**src/rtl/data_mem_arbiter_pkg.sv**
```systemverilog
// Shared types and defaults for the two-master data memory arbiter.
// The state encoding and the grant helper are used by the arbiter and its bus interface.
package data_mem_arb_pkg;

    localparam int DEF_AW = 8;
    localparam int DEF_DW = 8;

    typedef enum logic [1:0] {
        IDLE = 2'd0,
        OWN0 = 2'd1,
        OWN1 = 2'd2
    } arb_state_e;

    // One-hot owner view of a state; IDLE (and any unused code) owns nothing.
    function automatic logic [1:0] state_gnt(input arb_state_e s);
        logic [1:0] g;
        g = 2'b00;
        case (s)
            OWN0:    g = 2'b01;
            OWN1:    g = 2'b10;
            default: g = 2'b00;
        endcase
        return g;
    endfunction

endpackage

```
**src/rtl/data_mem_arbiter_rr2.sv**
```systemverilog
// Combinational two-way round-robin pick: a lone requester wins, and on a tie
// the master that was not granted last wins.
module arb_rr2 (
    input  logic [1:0] req,
    input  logic       last,
    output logic [1:0] gnt
);
    always_comb begin
        gnt = 2'b00;
        unique case (req)
            2'b01:   gnt = 2'b01;
            2'b10:   gnt = 2'b10;
            2'b11:   gnt = last ? 2'b01 : 2'b10;
            default: gnt = 2'b00;
        endcase
    end
endmodule

```
**src/rtl/data_mem_arbiter.sv**
```systemverilog
// Two-master arbiter in front of the data memory: registered round-robin grant,
// no preemption, and a forced idle bus cycle on every handover.
module data_mem_arbiter
    import data_mem_arb_pkg::*;
#(
    parameter int AW = DEF_AW,
    parameter int DW = DEF_DW
) (
    input  logic          clk_i,
    input  logic          rst_ni,
    input  logic          m0_cyc_i,
    input  logic          m0_stb_i,
    input  logic          m0_we_i,
    input  logic [AW-1:0] m0_adr_i,
    input  logic [DW-1:0] m0_dat_i,
    output logic [DW-1:0] m0_dat_o,
    output logic          m0_ack_o,
    input  logic          m1_cyc_i,
    input  logic          m1_stb_i,
    input  logic          m1_we_i,
    input  logic [AW-1:0] m1_adr_i,
    input  logic [DW-1:0] m1_dat_i,
    output logic [DW-1:0] m1_dat_o,
    output logic          m1_ack_o,
    output logic          s_cyc_o,
    output logic          s_stb_o,
    output logic          s_we_o,
    output logic [AW-1:0] s_adr_o,
    output logic [DW-1:0] s_dat_o,
    input  logic [DW-1:0] s_dat_i,
    input  logic          s_ack_i,
    output logic [1:0]    gnt_o
);
    arb_state_e state_q, state_d;
    logic       last_q, last_d;
    logic [1:0] gnt_q, gnt_d;
    logic [1:0] pick;
    logic       own0, own1;

    arb_rr2 u_rr (
        .req  ({m1_cyc_i, m0_cyc_i}),
        .last (last_q),
        .gnt  (pick)
    );

    // Ownership only ends when the owner drops cyc, and that cycle already shows
    // s_cyc_o=0, so the slave always sees an idle cycle between owners.
    always_comb begin
        state_d = state_q;
        last_d  = last_q;
        unique case (state_q)
            IDLE: begin
                if (pick[0]) begin
                    state_d = OWN0;
                    last_d  = 1'b0;
                end else if (pick[1]) begin
                    state_d = OWN1;
                    last_d  = 1'b1;
                end
            end
            OWN0: begin
                if (!m0_cyc_i) begin
                    if (m1_cyc_i) begin
                        state_d = OWN1;
                        last_d  = 1'b1;
                    end else begin
                        state_d = IDLE;
                    end
                end
            end
            OWN1: begin
                if (!m1_cyc_i) begin
                    if (m0_cyc_i) begin
                        state_d = OWN0;
                        last_d  = 1'b0;
                    end else begin
                        state_d = IDLE;
                    end
                end
            end
            default: state_d = IDLE;
        endcase
        gnt_d = state_gnt(state_d);
    end

    always_ff @(posedge clk_i or negedge rst_ni) begin
        if (!rst_ni) begin
            state_q <= IDLE;
            last_q  <= 1'b1;
            gnt_q   <= 2'b00;
        end else begin
            state_q <= state_d;
            last_q  <= last_d;
            gnt_q   <= gnt_d;
        end
    end

    assign own0  = (state_q == OWN0);
    assign own1  = (state_q == OWN1);
    assign gnt_o = gnt_q;

    // A strobe without cyc is not a bus request, so it never reaches the slave.
    always_comb begin
        s_cyc_o  = 1'b0;
        s_stb_o  = 1'b0;
        s_we_o   = 1'b0;
        s_adr_o  = '0;
        s_dat_o  = '0;
        m0_dat_o = '0;
        m1_dat_o = '0;
        if (own0) begin
            s_cyc_o  = m0_cyc_i;
            s_stb_o  = m0_cyc_i & m0_stb_i;
            s_we_o   = m0_we_i;
            s_adr_o  = m0_adr_i;
            s_dat_o  = m0_dat_i;
            m0_dat_o = s_dat_i;
        end else if (own1) begin
            s_cyc_o  = m1_cyc_i;
            s_stb_o  = m1_cyc_i & m1_stb_i;
            s_we_o   = m1_we_i;
            s_adr_o  = m1_adr_i;
            s_dat_o  = m1_dat_i;
            m1_dat_o = s_dat_i;
        end
    end

    assign m0_ack_o = s_ack_i & own0 & m0_cyc_i & m0_stb_i;
    assign m1_ack_o = s_ack_i & own1 & m1_cyc_i & m1_stb_i;

endmodule

```
**config.mk**
```make
export PLATFORM = sky130hd
export DESIGN_NAME = data_mem_arbiter
export DESIGN_NICKNAME = d
export VERILOG_FILES = /design/src/rtl/data_mem_arbiter_pkg.sv /design/src/rtl/data_mem_arbiter_rr2.sv /design/src/rtl/data_mem_arbiter.sv
export SDC_FILE = /design/constraint.sdc
export NUM_CORES = 1
export LEC_CHECK = 0
export CAP_MARGIN = 15
export CORE_MARGIN = 2
export CORE_UTILIZATION = 29
export CTS_CLUSTER_DIAMETER = 200
export DETAILED_ROUTE_END_ITERATION = 7
export GPL_TIMING_DRIVEN = 0
export PLACE_DENSITY = 0.82
export SLEW_MARGIN = 20
export SYNTH_ARGS = -nofsm -noshare
export SYNTH_HDL_FRONTEND = slang
export SYNTH_SLANG_ARGS = --single-unit
```
**constraint.sdc**
```tcl
create_clock -name clk_i -period 4.95 [get_ports clk_i]
set_clock_uncertainty 0.15 [all_clocks]
set_input_delay 0.7425 -clock clk_i [delete_from_list [all_inputs] [get_ports clk_i]]
set_output_delay 0.7425 -clock clk_i [all_outputs]
set_load 0.02 [all_outputs]
```
Yosys cells after proc, flatten, opt, wreduce, memory -nomap -nowiden
Cells that the tools add are included.
Operators by class
  equal/unequal tests: 12
  multiplexer cells: 30
  bitwise logic cells: 8
  reductions and logical operators: 3
Operators with widths (count)
  $mux 8: 7
  $mux 1: 13
  $mux 2: 6
  $pmux 2 s3: 2
  $and 1x1->1: 8
  $eq 2x2->1 const B: 4
  $ne 2x2->1 const B: 4
  $eq 2x1->1 const B: 3
  $reduce_and 6->1: 1
  $pmux 2 s2: 1
  $ne 3x3->1 const B: 1
  $pmux 1 s3: 1
  $reduce_bool 3->1: 1
  $logic_not 2->1: 1
Word-level totals
  flip-flop bits (word level): 5
  input bits: 49
  output and inout port bits: 39
  logic and storage cells: 56

Longest topological paths before layout
  depth after elaboration: 7
  gate-level depth with buffers: 6

By module
From an unflattened synthesis, not the netlist that was laid out.
Second synthesis, totals
  cells, all modules: 87
  area total of the unflattened synthesis: 704.4 µm²
By module, submodules not included
  data_mem_arbiter: times used 1, cells an instance 84, area each 685.7 µm², sequential area each 126.4 µm²
  arb_rr2: times used 1, cells an instance 3, area each 18.8 µm², sequential area each 0.0 µm²

Worst setup path before layout
No wires, ideal clock.
  path type: register to output
  from: register state_q[0]
  to: output port s_adr_o[0]
  arrival time: 1.413 ns
  data required time: 4.058 ns
  slack: 2.645 ns
  cell stages (with the launch flop): 7
  path buffers: 2
  path through: dfrtp_1 > inv_1 > ha_1 > nor2b_1 > buf_2 > buf_2 > a22o_1
Between the ends
  word-level cells in the longest chain between the ends: 3
  elaborated cells on any way between the ends: 4
  those cells by class: eq/ne (2); mux (2)
Ends and longest elaborated chain
  from (decl): line data_mem_arbiter.sv:34  | arb_state_e state_q, state_d;
  from (signal assigned): line data_mem_arbiter.sv:92  | state_q <= state_d;
  $eq 2x2->1: line data_mem_arbiter.sv:99  | assign own1 = (state_q == OWN1);
  $mux 8: line data_mem_arbiter.sv:118  | end else if (own1) begin
  $mux 8 *: line data_mem_arbiter.sv:111  | if (own0) begin
  to (decl): line data_mem_arbiter.sv:28  | output logic [AW-1:0] s_adr_o,
Every way passes the cells marked *; elsewhere a longest branch is shown, timed or not.

Worst setup path in the final report
  from: register state_q[0]
  to: output port s_adr_o[2]
The elaborated chain is that of the path after synthesis.

==> qor.txt <==
Die ar. - 0.00306 sq mm
PortBufs - 85
Setup TNS - 0 ns
Initial Util - 30.9%
Hold Crit Class - flop to flop
# IOs - 88
DRT Pass-1 Iters - 4
Slew of the pin with the lowest slew margin - 0.282 ns
Max-slew violation count - 0
Area delta synth->final - 120%
Drt via density - 4.99
GRT overflow - 0
R2r setup slk - 3.19 ns
Core Area - 0.00248 sq mm
Post-CTS Hold Fix Bufs - 0
Layout cell share with drive strength beyond 1 - 10.8%
FP Rows - 18
Post-synth top area share - 19.5%
DRC viols - 0
Synth Register Bits - 5
Pre-CTS setup slack - 1.91 ns
Synth top area cells - a22o_1 (19%), and2_1 (15%), dfrtp_1 (13%), ha_1 (6.5%), nor2b_1 (4.1%)
RePlAce Congestion - 0.862
Area leader, netlist - a22o_1
Total Power - 0.804 mW
Antenna Nets Post-Route - 0
Initial drt markers - 39
Pwr/cell area - 479 mW/mm^2
CTS Buffer Depth - 2
Yosys synthesis warning count - 0
Worst EP required - 4.06 ns
Wirelength per Cell - 15.1 microns
Synth Instances - 96
Mapped Area - 764 sq um
Final setup violation count - 0
Status - complete, no violations
Worst vdd ir - 0.305 mV
Ratio of final minimum period to clock period - 66.7%
Routed via count - 1072
CTS HTree Levels - 1
Hold WS - 0.481 ns
Clock-pin slew on the worst setup and hold paths - 0.05 ns
Initial antenna violation count - 0
Pin count of the biggest net entering global routing - 11
Worst Path Max Fanout - 10
Skew-Pair Late Insertion Delay - 0.24 ns
Primary FF master, synth - dfrtp_1
Cell variety after synth - 30
Register area share after synthesis - 16.5%
Arrival time worst endpoint - 2.41 ns
Chip height - 55.3 microns
CTS tree - yes
Avg Inst Size Synth - 7.96 sq um
WL final - 3240 microns
Crit path time final - 3.30 ns
Fill cells - 219
Dpl hpwl - 2800 microns
Worst setup SP type - flop
Leak - 0.698 nW
Vias in the first global route - 995
Fmax - 303 MHz
GR Util All Layers - 21.2%
First-pass GRT wire length - 5210 microns
Asr flop ratio synth - 100%
Crit. End Element - output pin
Setup slack after layout - 1.65 ns
CTS buffer count - 3
Max Cap Viol - 0
Number of synthesized flops with an enable pin - 0
Final Util - 67.8%
Die width - 55.3 microns
Final nets - 239
Setup CP Type - flop to output pin
Post-synth net total - 149
Max-slew headroom - 81.2%
Resized cells post-CTS - 0
Clock root buffer master - clkbuf_4
Post-CTS setup buffer count - 0
RSZ-0062 raised after global routing - no
CTS Sinks - 5
Final hold violation count - 0
Antenna fix cells - 0
==> metal layers <==
metal	wire length [microns]	up-vias	track usage, %	share of wire, %
li1	-	521	-	-
met1	1290	493	23.6	40
met2	1690	54	39.5	52
met3	231	4	4.92	7.1
met4	28	0	6.27	0.87
met5	0	-	0	0
==> worst max-delay path: stages (launching register included) <==
cell,delay (ns)
dfrtp_1,0.44
inv_1,0.14
ha_1,0.26
nor2b_1,0.14
buf_2,0.17
buf_2,0.23
a22o_1,0.17
clkdlybuf4s50_1,0.60
==> cell usage after synthesis (2+ instances only) <==
master	count
o211ai_2	2
o21ai_0	3
o21ai_1	5
buf_2	6
nor2_1	3
buf_6	2
nor2b_1	5
dfrtp_1	4
ha_1	4
nand3_1	2
and2_1	18
or3_1	2
inv_1	4
nand2_1	4
a22o_1	17
==> registers in the layout, indices dropped and copies added, names as in the netlist <==
name     flops
gnt_o        2
last_q       1
state_q      2
==> kinds of logic (layout without fill, tap and decap cells) <==
group,after synthesis,count (layout),synth area share (%)
flip-flops,5,5,16.5
AND/OR/NAND/NOR,39,39,30.3
multiplexers,3,3,4.75
adder cells (fa/ha/maj),4,4,6.55
buffers and inverters,13,102,9.33
AO/OA/AOI/OAI,32,32,32.6
==> cell type report <==
class,instances,area [sq um],share of cell area (%)
timing repair buffer,85,851,50.7
sequential,5,126,7.53
clock buffer,4,26.3,1.56
inverter,5,18.8,1.12
multi-input combinational,78,567,33.8
tap,30,37.5,2.24
buffer,8,52.6,3.13
==> cell usage in the layout (no fill, tap or decap), drive strengths merged <==
cell and n:
and2 19, dfrtp 4, nor2 4, nand3 2
nor2b 5, a221oi 1, dfstp 1, ha 4
clkbuf 4, a21oi 1, a22o 17, o211ai 3
buf 8, clkdlybuf4s50 85, inv 5, mux2i 1
o21ai 8, or3 2, nand2b 1, mux2 2
a31oi 1, nand2 5, a21boi 1, and3 1
==> through the flow <==
stage	instance area (sq um)	cells
2_1_floorplan	764	96
3_3_place_gp	1650	211
3_5_place_dp	1650	211
4_1_cts	1680	215
5_1_grt	1680	215
6_report	1680	215
==> worst paths after layout <==
kind,start,endpoint,cells after the start
hold reg to reg,last_q,last_q,1
hold / removal,last_q,last_q,1
setup / recovery,state_q[0],s_adr_o[2],7
min in group asynchronous,rst_ni,state_q[1],1
setup reg to reg,state_q[1],last_q,5
max in group asynchronous,rst_ni,last_q,1
==> where the power goes <==
part	total (mW)	internal, mW	switching, mW	leakage, nW
clock network	0.0471	0.0305	0.0166	0.0150
logic	0.678	0.345	0.333	0.621
registers	0.0790	0.0624	0.0166	0.0621
total	0.804	0.438	0.366	0.698
Power figures use the tool's default switching activity.
